## src/rtl/bram_uart_tx_pkg.sv

```systemverilog
`default_nettype none
// +--------------------------------------------------------------------------+
// | Module      : bram_uart_tx_pkg                                           |
// | Description : Shared types and constants for the BRAM-to-UART            |
// |               transmitter: FSM state encoding, frame geometry and the    |
// |               clocks-per-bit calculation.                                |
// | Ports       : none (package)                                             |
// | Revision    : 1.0 - initial release                                      |
// +--------------------------------------------------------------------------+
package bram_uart_tx_pkg;

  typedef enum logic [2:0] {
    IDLE  = 3'd0,
    FETCH = 3'd1,
    LATCH = 3'd2,
    START = 3'd3,
    DATA  = 3'd4,
    STOP  = 3'd5,
    DONE  = 3'd6
  } state_t;

  localparam int unsigned DATA_BITS      = 8;
  localparam int unsigned BYTES_PER_WORD = 4;

  // Clock cycles per UART bit; integer division truncates.
  function automatic int unsigned calc_cpb(input int unsigned freq, input int unsigned baud);
    return freq / baud;
  endfunction

endpackage
`default_nettype wire

```

## src/rtl/bram_uart_tx_if.sv

```systemverilog
`default_nettype none
// +--------------------------------------------------------------------------+
// | Module      : bram_uart_tx_if                                            |
// | Description : Bundles the run-control, BRAM read and UART line signals.  |
// |   start    : request to begin a run                                      |
// |   en       : transmit enable                                             |
// |   ram_addr : BRAM word address (from transmitter)                        |
// |   ram_dout : BRAM read data, one cycle after ram_addr                    |
// |   tx       : UART serial line, idle high                                 |
// |   busy     : run in progress                                             |
// |   done     : one-cycle completion pulse                                  |
// | Modports    : master = transmitter, slave = host/BRAM side               |
// | Revision    : 1.0 - initial release                                      |
// +--------------------------------------------------------------------------+
interface bram_uart_tx_if;
  logic        start;
  logic        en;
  logic [15:0] ram_addr;
  logic [31:0] ram_dout;
  logic        tx;
  logic        busy;
  logic        done;

  modport master (input start, en, ram_dout, output ram_addr, tx, busy, done);
  modport slave  (output start, en, ram_dout, input ram_addr, tx, busy, done);
endinterface
`default_nettype wire

```

## src/rtl/bram_uart_tx_baud_tick.sv

```systemverilog
`default_nettype none
// +--------------------------------------------------------------------------+
// | Module      : bram_uart_tx_baud_tick                                     |
// | Description : Bit-period counter. Counts 0..CPB-1, pulses tick on the    |
// |               last count and wraps. restart holds the count at zero so   |
// |               each frame starts on a fresh bit period.                   |
// | Ports       : clk, rst (async, active high), restart in, tick out        |
// | Revision    : 1.0 - initial release                                      |
// +--------------------------------------------------------------------------+
module bram_uart_tx_baud_tick #(
  parameter int unsigned CPB = 135
) (
  input  logic clk,
  input  logic rst,
  input  logic restart,
  output logic tick
);

  localparam int unsigned                c_cnt_w = (CPB > 1) ? $clog2(CPB) : 1;
  localparam logic [c_cnt_w-1:0]         c_last  = c_cnt_w'(CPB - 1);

  logic [c_cnt_w-1:0] r_cnt;

  assign tick = (r_cnt == c_last);

  always_ff @(posedge clk or posedge rst) begin
    if (rst) begin
      r_cnt <= '0;
    end else if (restart || tick) begin
      r_cnt <= '0;
    end else begin
      r_cnt <= r_cnt + 1'b1;
    end
  end

endmodule
`default_nettype wire

```

## src/rtl/bram_uart_tx.sv

```systemverilog
`default_nettype none
// +--------------------------------------------------------------------------+
// | Module      : bram_uart_tx                                               |
// | Description : Streams `elements` bytes from a 32-bit BRAM out of an 8N1  |
// |               UART. Words are read in address order, bytes LSB first.    |
// | Ports       : clk, rst (async, active high)                              |
// |               bus.master : start, en, ram_dout in;                       |
// |                            ram_addr, tx, busy, done out                  |
// | Revision    : 1.0 - initial release                                      |
// +--------------------------------------------------------------------------+
module bram_uart_tx
  import bram_uart_tx_pkg::*;
#(
  parameter int unsigned freq_Sys = 125000000,
  parameter int unsigned baudRate = 921600,
  parameter logic [16:0] elements = 17'd65536
) (
  input  logic           clk,
  input  logic           rst,
  bram_uart_tx_if.master bus
);

  localparam int unsigned c_cpb       = calc_cpb(freq_Sys, baudRate);
  localparam logic [16:0] c_last_byte = elements - 17'd1;

  state_t      r_state;
  logic        r_tx;
  logic        r_busy;
  logic        r_done;
  logic [15:0] r_addr;
  logic [31:0] r_word;
  logic [2:0]  r_bit_idx;
  logic [1:0]  r_byte_idx;
  logic [16:0] r_byte_cnt;  // 17 bits so a full 65536-byte run never wraps

  logic w_tick;
  logic w_restart;

  // Hold the bit timer at zero whenever no frame is on the line, so the
  // first start bit after a fetch gets a full bit period. Back-to-back
  // frames rely on the timer's own wrap instead.
  assign w_restart = (r_state == IDLE) || (r_state == FETCH) ||
                     (r_state == LATCH) || (r_state == DONE);

  bram_uart_tx_baud_tick #(.CPB(c_cpb)) u_baud_tick (
    .clk     (clk),
    .rst     (rst),
    .restart (w_restart),
    .tick    (w_tick)
  );

  assign bus.tx       = r_tx;
  assign bus.busy     = r_busy;
  assign bus.done     = r_done;
  assign bus.ram_addr = r_addr;

  always_ff @(posedge clk or posedge rst) begin
    if (rst) begin
      r_state    <= IDLE;
      r_tx       <= 1'b1;
      r_busy     <= 1'b0;
      r_done     <= 1'b0;
      r_addr     <= '0;
      r_word     <= '0;
      r_bit_idx  <= '0;
      r_byte_idx <= '0;
      r_byte_cnt <= '0;
    end else begin
      r_done <= 1'b0;
      case (r_state)
        IDLE: begin
          r_tx   <= 1'b1;
          r_busy <= 1'b0;
          r_addr <= '0;
          if (bus.start && bus.en) begin
            r_busy     <= 1'b1;
            r_byte_cnt <= '0;
            r_state    <= FETCH;
          end
        end
        // ram_addr is stable here; BRAM data appears during LATCH.
        FETCH: r_state <= LATCH;
        LATCH: begin
          r_word     <= bus.ram_dout;
          r_byte_idx <= '0;
          r_tx       <= 1'b0;
          r_state    <= START;
        end
        START: if (w_tick) begin
          r_tx      <= r_word[0];
          r_word    <= {1'b0, r_word[31:1]};
          r_bit_idx <= '0;
          r_state   <= DATA;
        end
        // The word shifts right one bit per data bit, so after eight bits
        // the next byte already sits in bits [7:0].
        DATA: if (w_tick) begin
          if (r_bit_idx == 3'(DATA_BITS - 1)) begin
            r_tx    <= 1'b1;
            r_state <= STOP;
          end else begin
            r_tx      <= r_word[0];
            r_word    <= {1'b0, r_word[31:1]};
            r_bit_idx <= r_bit_idx + 3'd1;
          end
        end
        STOP: if (w_tick) begin
          r_byte_cnt <= r_byte_cnt + 17'd1;
          if (!bus.en) begin
            // Enable dropped: the frame just finished, abandon the run quietly.
            r_busy  <= 1'b0;
            r_addr  <= '0;
            r_state <= IDLE;
          end else if (r_byte_idx != 2'(BYTES_PER_WORD - 1)) begin
            r_byte_idx <= r_byte_idx + 2'd1;
            r_tx       <= 1'b0;
            r_state    <= START;
          end else if (r_byte_cnt == c_last_byte) begin
            r_done  <= 1'b1;
            r_busy  <= 1'b0;
            r_state <= DONE;
          end else begin
            r_addr  <= r_addr + 16'd1;
            r_state <= FETCH;
          end
        end
        DONE: begin
          r_addr  <= '0;
          r_state <= IDLE;
        end
        default: r_state <= IDLE;
      endcase
    end
  end

endmodule
`default_nettype wire

```

## src/flat_wrapper.sv

```systemverilog
// flat-port wrapper written by rule: the top's interface ports become plain ports
module bram_uart_tx_flat import bram_uart_tx_pkg::*;
#(
  parameter int unsigned freq_Sys = 125000000,
  parameter int unsigned baudRate = 921600,
  parameter logic [16:0] elements = 17'd65536
)
  (clk, rst, bus_start, bus_en, bus_ram_dout, bus_ram_addr, bus_tx, bus_busy, bus_done);
  bram_uart_tx_if bus_i ();
  input  logic clk;
  input  logic rst;
  input wire logic [$bits(bus_i.start)-1:0] bus_start;
  input wire logic [$bits(bus_i.en)-1:0] bus_en;
  input wire logic [$bits(bus_i.ram_dout)-1:0] bus_ram_dout;
  output wire logic [$bits(bus_i.ram_addr)-1:0] bus_ram_addr;
  output wire logic [$bits(bus_i.tx)-1:0] bus_tx;
  output wire logic [$bits(bus_i.busy)-1:0] bus_busy;
  output wire logic [$bits(bus_i.done)-1:0] bus_done;
  assign bus_i.start = bus_start;
  assign bus_i.en = bus_en;
  assign bus_i.ram_dout = bus_ram_dout;
  assign bus_ram_addr = bus_i.ram_addr;
  assign bus_tx = bus_i.tx;
  assign bus_busy = bus_i.busy;
  assign bus_done = bus_i.done;
  bram_uart_tx #(.freq_Sys(freq_Sys), .baudRate(baudRate), .elements(elements)) u_core (.clk(clk), .rst(rst), .bus(bus_i));
endmodule
```

## config.mk

```make
export PLATFORM = sky130hd
export DESIGN_NAME = bram_uart_tx_flat
export DESIGN_NICKNAME = d
export VERILOG_FILES = /design/src/rtl/bram_uart_tx_pkg.sv /design/src/rtl/bram_uart_tx_if.sv /design/src/rtl/bram_uart_tx_baud_tick.sv /design/src/rtl/bram_uart_tx.sv /design/src/flat_wrapper.sv
export SDC_FILE = /design/constraint.sdc
export NUM_CORES = 1
export LEC_CHECK = 0
export CELL_PAD_IN_SITES_DETAIL_PLACEMENT = 2
export CELL_PAD_IN_SITES_GLOBAL_PLACEMENT = 2
export CORE_ASPECT_RATIO = 1.75
export CORE_MARGIN = 2
export CORE_UTILIZATION = 35
export CTS_BUF_LIST = sky130_fd_sc_hd__clkbuf_4 sky130_fd_sc_hd__clkbuf_8
export CTS_CLUSTER_DIAMETER = 50
export CTS_CLUSTER_SIZE = 12
export DETAILED_ROUTE_END_ITERATION = 7
export MAX_ROUTING_LAYER = met4
export PLACE_DENSITY_LB_ADDON = 0.1
export SYNTH_ARGS = -nofsm -noshare
export SYNTH_HDL_FRONTEND = slang
export SYNTH_HIERARCHICAL = 1
export SYNTH_SLANG_ARGS = --single-unit
```

## constraint.sdc

```tcl
create_clock -name clk -period 3.1 [get_ports clk]
set_input_delay 0.31 -clock clk [delete_from_list [all_inputs] [get_ports clk]]
set_output_delay 0.31 -clock clk [all_outputs]
set_load 0.02 [all_outputs]
```

Word level (Yosys, flattened, before mapping)
Index checks and enable logic that the tools add are counted.
Widths: inputs -> output; s select.
{"block": "word_totals", "output_inout_bits": 19, "wordCells": 105, "input_bits": 36, "reg_bits": 84}
{"block": "classes", "n_eq_ne": 21, "n_reduce_logical": 21, "n_mux": 48, "addsub": 5}
{"operator": "$mux 32", "n": 3}
{"operator": "$pmux 32 s3", "n": 1}
{"operator": "$mux 16", "n": 4}
{"operator": "$mux 17", "n": 2}
{"operator": "$pmux 17 s2", "n": 1}
{"operator": "$mux 3", "n": 11}
{"operator": "$pmux 16 s2", "n": 1}
{"operator": "$reduce_and 4->1", "n": 5}
{"operator": "$pmux 3 s6", "n": 1}
{"operator": "$add 17x1->17 const B", "n": 1}
{"operator": "$eq 17x16->1 const B", "n": 1}
{"operator": "$add 16x1->16 const B", "n": 1}
{"operator": "$mux 1", "n": 16}
{"operator": "$ne 2x2->1 const B", "n": 7}
{"operator": "$eq 3x3->1 const B", "n": 4}
{"operator": "$add 8x1->8 const B", "n": 1}
{"operator": "$eq 8x8->1 const B", "n": 1}
{"operator": "$mux 8", "n": 1}
{"operator": "$reduce_bool 2->1", "n": 4}
{"operator": "$eq 3x2->1 const B", "n": 2}
{"operator": "$mux 2", "n": 3}
{"operator": "$ne 3x3->1 const B", "n": 2}
{"operator": "$pmux 3 s2", "n": 1}
{"operator": "$reduce_and 6->1", "n": 1}
{"operator": "16 further kinds", "n": 20}

Longest topological paths before layout
Gate-level depths: netlist of run 1.
{"block": "logic_depth", "depth_word": 6, "ltp_mapped": 10, "depth_no_buf": 9}

Hierarchy
Netlist of run 1, hierarchy kept.
{"module": "bram_uart_tx", "area_per_inst_um2": 4381.7, "cells_each": 391, "seq_area_each_um2": 1903.1, "instances": 1}
{"module": "bram_uart_tx_baud_tick", "area_per_inst_um2": 416.6, "cells_each": 40, "seq_area_each_um2": 200.2, "instances": 1}

Least setup slack after synthesis of run 1
Ideal clock, no wire load.
{"block": "synth_timing", "kind": "reg-to-reg", "from": "reg u_core.u_baud_tick.r_cnt[0]", "to": "reg u_core.r_word[10]", "synth_period_minus_slack_ps": 2618, "stages_incl_launch_ff": 10, "required_time_ps": 2975, "path_buffers": 2, "arrival_time_ps": 2493, "path_slack_ps": 482, "setup_ps": 125, "cell_sequence": "dfrtp_1 inv_1 ha_1 nand4b_1 nor4_1 clkbuf_1 o21ai_1 a21oi_2 buf_6 mux2_4"}
{"block": "synth_between", "elab_chain_cells": 3, "word_cells_on_any_way": 4, "classes_between": "eq/ne: 3; reduce/logical: 1"}
{"item": "start, declared", "line": "bram_uart_tx_baud_tick.sv:22", "rtl": "logic [c_cnt_w-1:0] r_cnt;"}
{"item": "start signal, assigned", "line": "bram_uart_tx_baud_tick.sv:32", "rtl": "r_cnt <= r_cnt + 1'b1;"}
{"item": "$eq 8x8->1 (*)", "line": "bram_uart_tx_baud_tick.sv:24", "rtl": "assign tick = (r_cnt == c_last);"}
{"item": "via u_core.w_tick", "line": "bram_uart_tx.sv:36", "rtl": "logic w_tick;"}
{"item": "$ne 2x2->1 (no source line)"}
{"item": "$reduce_and 4->1 (no source line) (*)"}
{"item": "end signal, assigned", "line": "bram_uart_tx.sv:84", "rtl": "r_word <= bus.ram_dout;"}
{"item": "end signal, assigned", "line": "bram_uart_tx.sv:91", "rtl": "r_word <= {1'b0, r_word[31:1]};"}
{"item": "end signal, assigned", "line": "bram_uart_tx.sv:103", "rtl": "r_word <= {1'b0, r_word[31:1]};"}
{"item": "end, declared", "line": "bram_uart_tx.sv:31", "rtl": "logic [31:0] r_word;"}
The timed path passes the listed nets; every way through them passes the cells marked *.
A chain may end at the register's enable or synchronous reset.

Worst setup path in the final report of run 1
{"block": "layout_timing", "from": "reg u_core.u_baud_tick.r_cnt[0]", "to": "reg u_core.r_byte_cnt[15]"}
{"block": "layout_between", "elab_chain_cells": 3}
{"item": "$eq 8x8->1", "line": "bram_uart_tx_baud_tick.sv:24"}
{"item": "via u_core.w_tick", "line": "bram_uart_tx.sv:36"}
{"item": "$ne 2x2->1 (no source line)"}
{"item": "$reduce_and 3->1 (no source line)"}
{"item": "end signal, assigned", "line": "bram_uart_tx.sv:108", "rtl": "r_byte_cnt <= r_byte_cnt + 17'd1;"}
{"item": "end, declared", "line": "bram_uart_tx.sv:34", "rtl": "logic [16:0] r_byte_cnt;"}
The timed path passes the listed nets, and every way through them passes these cells.

==> summary.txt, run 1 <==
Critical path
  • WP data required: 3.38 ns
  • Critical path class: flop to flop
  • CP Capture Type: flop
  • Worst Setup Start Kind: flop
  • Crit path buf inv count: 2
  • Slowest cell on the critical path: or4_1
  • CP max stage delay: 0.56 ns
  • Worst EP arrival: 3.03 ns
  • Crit-path max FO: 13
  • FF-to-FF Start: u_core/u_baud_tick/r_cnt[0]
  • FF-to-FF path depth: 9
  • CP cell instances: inv_1 > ha_1 > nand4b_1 > nor4_2 > buf_4 > and3_1 > o211ai_2 > or4_1 > a21oi_1
  • CP top delay family: simple AND/OR/NAND/NOR gates
  • FF-to-FF setup slack: 0.35 ns
  • FF-to-FF End: u_core/r_byte_cnt[15]

Synth
  • Yosys top cell area share: 43.3%
  • Top_reg_cell synth: dfrtp_1
  • Sequential-to-total area share from yosys stat: 43.8%
  • Post-Synthesis Cells: 431
  • Synth area leader: dfrtp_1
  • Async set-reset flop share out of synthesis: 100%
  • Largest cells by area after synthesis: dfrtp_1 43%, mux2_4 9.1%, mux2_1 6.8%
  • Warnings, synthesis: 6
  • EDFF count, synth: 0
  • Synth Net Count: 478
  • Mean area per synthesized cell: 11.1 um^2
  • Synth Register Bits: 84
  • Synth Cell Area: 4800 um^2
  • Netlist cell types: 61

Routing
  • WL final: 12,800 um
  • Drt drc: 0
  • Via-to-Cell Ratio: 5.56
  • Starting DRT DRC Count: 104
  • 1st-pass router iterations: 4
  • WL/cell: 19.4 um
  • Antenna Nets Post-Route: 0
  • Via count: 3,682

Cells and area
  • Commonest cells after routing, fill and taps aside: 83 x dfrtp_1, 54 x clkdlybuf4s50_1, 29 x mux2_1, 29 x mux2_4, 28 x nand2_1
  • Final core occ: 42.8%
  • Total Nets Final: 530
  • Share of cells above drive strength 1: 17.0%
  • Reg area: 2100 um^2
  • Multi-input logic area: 2490 um^2
  • Area growth syn-to-layout: 19.5%
  • Antenna diodes: 0
  • Fill cells: 1,402
  • Most common cell after layout, fill and taps aside: dfrtp_1

CTS
  • TritonCTS clock tree: built
  • Clk slew on worst S/H paths: 0.09 ns
  • Clock Path Buffers: 2
  • Clock Latency Late Sink: 0.36 ns
  • H-tree levels: 3
  • Root buf cell: clkbuf_8
  • Clock buffer count from CTS: 9
  • CTS sink count: 84

Timing
  • Final hold violation count: 0
  • Crit share post-route: 88.6%
  • Minimum clock period: 2.75 ns
  • # setup viols final: 0
  • Worst slew pin tran: 0.942 ns
  • Slew headroom: 37.0%
  • Final Skew: 0.0115 ns
  • F_max: 0.364 GHz
  • Final Max Slew Viols: 0
  • Setup TNS: 0 ns
  • Unrepaired setup endpoints after global routing: no

Power
  • Comb power frac: 44.1%
  • P_int: 2.86 mW
  • Switch share: 35.7%
  • NetSw: 1.59 mW
  • Flop pwr share: 37.1%
  • Leak: 2.46 nW
  • Max VDD drop: 247 uV
  • Pwr dens: 776 nW/um^2
  • Tot Pwr: 4.45 mW
  • Clock power share: 18.8%

Floorplan
  • Core ar.: 13,400 um^2
  • Initial core utilization: 35.9%
  • Top Ports: 55
  • Die area: 14,700 um^2
  • Die height: 159 um
  • Die X: 92.5 um
  • Row cnt: 56

Global route
  • Vias in the first global route: 4,223
  • Total congestion overflow: 0
  • Largest net degree at the start of global routing: 37
  • Initial antenna violation count: 0
  • Global Route Usage Sum: 19.2%
  • First-pass GRT wire length: 22,100 um

Job
  • Max Cap Viol: 0

Place
  • GPL Wtd Cong: 0.760
  • Dpl hpwl: 9230 um
  • Number of buffers added on ports: 54

Min path
  • Min-delay worst type: input port to asynchronous set/reset pin

Outcome
  • Status: completed
## power by group through the flow
stage / combinational (mW) / clock [mW] / sequential, mW
2_1_floorplan: 1.65 / 0 / 1.54
3_3_place_gp: 1.92 / 0 / 1.64
3_5_place_dp: 1.98 / 0 / 1.68
4_1_cts: 2.00 / 0.876 / 1.66
5_1_grt: 2.15 / 0.922 / 1.70
6_report: 1.96 / 0.837 / 1.65
## registers in the layout, summed over array words and instances, names as in the netlist
name,cells
u_core/bus.tx,1
u_core/bus.busy,1
u_core/r_byte_idx,2
u_core/r_state,3
u_core/bus.ram_addr,16
u_core/r_byte_cnt,17
u_core/r_bit_idx,3
u_core/bus.done,1
u_core/u_baud_tick/r_cnt,8
u_core/r_word,32
## cell usage after synthesis (3+ instances only)
library cell   n
mux2i_1        4
mux2_1        29
or4_1          5
o31ai_1        4
nand2_1       28
buf_4          5
nor3_1         6
o21ai_1        3
a2111o_1       8
inv_1         15
and3_1         7
nor2b_1        4
o211ai_1       7
buf_2          4
clkbuf_1       9
nand3b_1       3
ha_1          11
and4_1         6
nor2_1        15
nand2b_1       3
a21oi_1       19
nand4_1       11
mux2_4        29
a31oi_1        6
o22ai_1        3
dfrtp_1       83
buf_6          5
mux2_2         6
nand3_1       18
xor2_1         7
o2111ai_1      9
o21ai_0       19
or3_1          7
## metrics by stage
| stage | std cells | hold WS, ns | worst slack [ns] | cell area [um^2] |
|---|---|---|---|---|
| 2_1_floorplan | 431 | 0.126 | 0.482 | 4800 |
| 3_3_place_gp | 646 | 0.469 | 0.398 | 5520 |
| 3_5_place_dp | 646 | 0.483 | 0.249 | 5520 |
| 4_1_cts | 662 | 0.243 | 0.218 | 5730 |
| 5_1_grt | 662 | 0.271 | 0.125 | 5730 |
| 6_report | 662 | 0.241 | 0.352 | 5730 |
## per-layer routing
layer	global-route usage [%]	wire length, um
met1	21.4	5110
met2	34.7	7270
met3	2.99	312
met4	5.63	148
met5	-	0
## worst max path at each step
| stage | startpoint | end | slack, ns | depth (start not counted) |
|---|---|---|---|---|
| 2_1_floorplan | u_core/u_baud_tick/r_cnt[0] | u_core/r_word[10] | 0.48 | 9 |
| 3_3_place_gp | u_core/r_byte_cnt[3] | u_core/bus.ram_addr[2] | 0.40 | 9 |
| 3_5_place_dp | u_core/r_byte_cnt[3] | u_core/bus.ram_addr[4] | 0.25 | 9 |
| 4_1_cts | u_core/r_byte_cnt[3] | u_core/bus.ram_addr[4] | 0.22 | 9 |
| 6_report | u_core/u_baud_tick/r_cnt[0] | u_core/r_byte_cnt[15] | 0.35 | 9 |
| 5_1_grt | u_core/u_baud_tick/r_cnt[0] | u_core/r_byte_cnt[13] | 0.13 | 9 |
## what timing repair did
action	in CTS	in global routing
hold buffers	0	0
resized for setup	0	1
buffers inserted	0	0
setup endpoints to repair	0	3
hold endpoints to repair	0	0
## logic make-up after synthesis
group                    count (synthesis)  synth area share (%)
buffers and inverters                   41                  4.48
adder cells (fa/ha/maj)                 11                  2.87
XOR/XNOR                                 9                  1.80
AO/OA/AOI/OAI                           92                  13.8
multiplexers                            68                  18.1
flip-flops                              84                  43.8
AND/OR/NAND/NOR                        126                  15.0
## cell type report
class / instances / area share, %
Inverter: 16 / 1.07
Sequential cell: 84 / 36.7
Timing Repair Buffer: 66 / 11.2
Tap cell: 174 / 3.80
Clock inverter: 5 / 1.05
Clock buffer: 11 / 2.64
Multi-Input combinational cell: 306 / 43.5
## worst reg2reg max path, stage by stage (launching register included)
cell and delay (ns):
dfrtp_1 0.44, inv_1 0.08, ha_1 0.14, nand4b_1 0.20
nor4_2 0.19, buf_4 0.24, and3_1 0.36, o211ai_2 0.28
or4_1 0.57, a21oi_1 0.17
No activity file was read; power rests on OpenSTA's default activity.
==> inputs of run 2 (changes only) <==
Settings changed: ABC_AREA set to 1, CORE_UTILIZATION 35 to 33.
==> run 2 against run 1 <==
  * Critical path depth did not move
  * Synthesized cell count grew 49%
  * Flip-flop and latch count did not move
  * Sequential share of layout area up 0.33 points
  * Clock power rose by 8.7%
  * Critical endpoint is now u_core/bus.ram_addr[8]
  * Largest cell class unchanged
==> summary.txt, run 2 <==
Cells and area
  • Post-route cell area: 5680 um^2 (was 5730 um^2)
  • Commonest cells after routing, fill and taps aside: 169 x nand2_1, 83 x dfrtp_1, 74 x inv_1 (was 83 x dfrtp_1, 54 x clkdlybuf4s50_1, 29 x mux2_1, 29 x mux2_4, 28 x nand2_1)
  • Fill cells: 1,670 (was 1,402)
  • Antenna diodes: 0 (unchanged)
  • Share of cells above drive strength 1: 6.15% (was 17.0%)
  • Most common cell after layout, fill and taps aside: nand2_1 (was dfrtp_1)
  • Reg area: 2100 um^2 (unchanged)
  • Area growth syn-to-layout: 19.9% (was 19.5%)
  • Non-filler cells, final: 876 (was 662)
  • Multi-input logic area: 2200 um^2 (was 2490 um^2)
  • Total Nets Final: 741 (was 530)
  • Largest register FFs: 32 (unchanged)
  • Biggest register: u_core/r_word (unchanged)

Critical path
  • CP endpoint: u_core/bus.ram_addr[8] (was u_core/r_byte_cnt[15])
  • WP data required: 3.31 ns (was 3.38 ns)
  • Worst EP arrival: 2.85 ns (was 3.03 ns)
  • FF-to-FF path depth: 9 (unchanged)
  • Slowest cell on the critical path: nand3_1 (was or4_1)
  • Critical path class: flop to flop (unchanged)
  • Crit-path max FO: 14 (was 13)
  • FF-to-FF setup slack: 0.46 ns (was 0.35 ns)
  • Crit path buf inv count: 0 (was 2)
  • CP dominant cell by count: nand3_1
  • CP top delay family: simple AND/OR/NAND/NOR gates (unchanged)
  • CP max stage delay: 0.44 ns (was 0.56 ns)
  • CP Capture Type: flop (unchanged)
  • FF-to-FF End: u_core/bus.ram_addr[8] (was u_core/r_byte_cnt[15])
  • CP cell instances: ha_1 > nand3_1 > nor2_1 > nand2_1 > nor4_1 > ha_1 > nand3_1 > nand3_1 > o21ai_0 (was inv_1 > ha_1 > nand4b_1 > nor4_2 > buf_4 > and3_1 > o211ai_2 > or4_1 > a21oi_1)
  • Worst Setup Start Kind: flop (unchanged)
  • FF-to-FF Start: u_core/r_byte_cnt[0] (was u_core/u_baud_tick/r_cnt[0])
  • CP Launch Point: u_core/r_byte_cnt[0] (was u_core/u_baud_tick/r_cnt[0])
  • Levels on crit path: 9 (unchanged)

Global route
  • Total congestion overflow: 0 (unchanged)
  • Vias in the first global route: 4,893 (was 4,223)
  • Largest net degree at the start of global routing: 50 (was 37)
  • Global Route Usage Sum: 19.5% (was 19.2%)
  • First-pass GRT wire length: 23,200 um (was 22,100 um)
  • Initial antenna violation count: 0 (unchanged)

Timing
  • Setup TNS: 0 ns (unchanged)
  • Crit share post-route: 85.1% (was 88.6%)
  • F_max: 0.379 GHz (was 0.364 GHz)
  • Unrepaired setup endpoints after global routing: no (unchanged)
  • Final hold violation count: 0 (unchanged)
  • Worst slew pin tran: 0.608 ns (was 0.942 ns)
  • # setup viols final: 0 (unchanged)
  • Slew headroom: 59.3% (was 37.0%)
  • Final Max Slew Viols: 0 (unchanged)
  • Final Skew: 0.0120 ns (was 0.0115 ns)
  • Post-route setup slack: 0.463 ns (was 0.352 ns)
  • Minimum clock period: 2.64 ns (was 2.75 ns)

Synth
  • Largest cells by area after synthesis: dfrtp_1 44%, nand2_1 13%, inv_1 5.9% (was dfrtp_1 43%, mux2_4 9.1%, mux2_1 6.8%)
  • Netlist cell types: 38 (was 61)
  • Synth Cell Area: 4740 um^2 (was 4800 um^2)
  • Post-Synthesis Cells: 641 (was 431)
  • Sequential-to-total area share from yosys stat: 44.4% (was 43.8%)
  • Synth Net Count: 688 (was 478)
  • Top_reg_cell synth: dfrtp_1 (unchanged)
  • Warnings, synthesis: 6 (unchanged)
  • Synth Register Bits: 84 (unchanged)
  • Synth area leader: dfrtp_1 (unchanged)
  • Most numerous cell in the Yosys netlist: nand2_1 (was dfrtp_1)
  • EDFF count, synth: 0 (unchanged)
  • Async set-reset flop share out of synthesis: 100% (unchanged)
  • Yosys top cell area share: 43.9% (was 43.3%)
  • Mean area per synthesized cell: 7.39 um^2 (was 11.1 um^2)
  • Synth cell count leaders: 169 x nand2_1, 83 x dfrtp_1, 75 x inv_1 (was 83 x dfrtp_1, 29 x mux2_1, 29 x mux2_4)

Floorplan
  • Core ar.: 14,000 um^2 (was 13,400 um^2)
  • Initial core utilization: 33.9% (was 35.9%)
  • Row cnt: 57 (was 56)
  • Die X: 94.6 um (was 92.5 um)
  • Die height: 162 um (was 159 um)
  • Die area: 15,400 um^2 (was 14,700 um^2)
  • Top Ports: 55 (unchanged)

Place
  • Dpl hpwl: 10,200 um (was 9230 um)
  • GPL Wtd Cong: 0.836 (was 0.760)
  • Pre-CTS WS: 0.520 ns (was 0.249 ns)
  • Placed cells: 860 (was 646)
  • Number of buffers added on ports: 54 (unchanged)
  • Post-DP Area: 5450 um^2 (was 5520 um^2)

CTS
  • H-tree levels: 3 (unchanged)
  • CTS sink count: 84 (unchanged)
  • Hold buffer count at cts: 0 (unchanged)
  • CTS resizes: 0 (unchanged)
  • Clock buffer count from CTS: 9 (unchanged)
  • TritonCTS clock tree: built (unchanged)
  • Post-CTS setup buffer count: 0 (unchanged)
  • Root buf cell: clkbuf_8 (unchanged)
  • Clock Path Buffers: 2 (unchanged)
  • Clk slew on worst S/H paths: 0.09 ns (about the same)
  • Clock Latency Late Sink: 0.36 ns (about the same)

Routing
  • Via count: 4,385 (was 3,682)
  • 1st-pass router iterations: 4 (unchanged)
  • Via-to-Cell Ratio: 5.01 (was 5.56)
  • Starting DRT DRC Count: 91 (was 104)
  • WL final: 13,500 um (was 12,800 um)
  • Antenna Nets Post-Route: 0 (unchanged)
  • WL/cell: 15.4 um (was 19.4 um)
  • Drt drc: 0 (unchanged)

Power
  • Leak: 2.59 nW (was 2.46 nW)
  • Max VDD drop: 288 uV (was 247 uV)
  • Pwr dens: 723 nW/um^2 (was 776 nW/um^2)

Min path
  • Min-delay worst type: input port to asynchronous set/reset pin (unchanged)

Outcome
  • Status: completed (unchanged)

Job
  • Max Cap Viol: 0 (unchanged)
==> run 2: cell types whose count changed after synthesis, sizes merged, moves of 8 or more <==
cell / change
nand2: +144
o21ai: +67
inv: +65
mux2: -64
nand3: +34
nor2: +62
o2111ai: -8
a2111o: -8
==> run 2: power by group <==
| group | switching (mW) | internal (mW) | total [mW] |
|---|---|---|---|
| sequential | 0.142 | 1.37 | 1.51 |
| combinational | 1.13 | 0.559 | 1.69 |
| clock | 0.422 | 0.488 | 0.910 |
==> run 2: how the worst min path moves through the flow <==
stage                                           start                          end  slack, ns
after floorplan                                   rst  u_core/u_baud_tick/r_cnt[0]       0.13
after global placement    u_core/u_baud_tick/r_cnt[0]  u_core/u_baud_tick/r_cnt[0]       0.47
after detailed placement  u_core/u_baud_tick/r_cnt[0]  u_core/u_baud_tick/r_cnt[0]       0.48
after CTS                                         rst  u_core/u_baud_tick/r_cnt[5]       0.27
after global routing                              rst  u_core/u_baud_tick/r_cnt[5]       0.30
final                                             rst  u_core/u_baud_tick/r_cnt[5]       0.27
==> run 2: per-stage QoR <==
| stage | util (%) | power [mW] | hold WS, ns |
|---|---|---|---|
| global route | 40.6 | 4.50 | 0.304 |
| floorplan | - | 2.81 | 0.126 |
| CTS | 40.6 | 4.21 | 0.273 |
| global placement | 39.0 | 3.16 | 0.474 |
| finish | 40.6 | 4.10 | 0.270 |
| detailed placement | 39.0 | 3.26 | 0.479 |
==> run 2: metal layers <==
metal  GRT usage [%]  wire length (um)
met2            37.0              7630
met4            4.81               178
met1            20.9              5370
met5               -                 0
met3            2.64               283
==> run 2: cell families after synthesis <==
| group | share of synthesized area (%) |
|---|---|
| AOI/OAI and AO/OA | 13.2 |
| buffers and inverters | 9.27 |
| xor gates and xnor gates | 0.925 |
| DFF | 44.4 |
| adders and majority gates | 2.91 |
| and+or+nand+nor | 29.3 |
==> run 2: worst register-to-register path, delay by kind of cell (launching register included) <==
family,cells,cell delay [ns]
AO/OA/AOI/OAI,1,0.17
adder cells (fa/ha/maj),2,0.47
flip-flops,1,0.42
AND/OR/NAND/NOR,6,1.44
==> run 2: cell type report <==
cell class / count / area share [%]
Clock buffer: 11 / 2.56
Sequential cell: 84 / 37.0
Multi-Input combinational cell: 457 / 38.8
Timing Repair Buffer: 61 / 10.9
Clock inverter: 5 / 1.48
Inverter: 81 / 5.35
Tap cell: 177 / 3.90
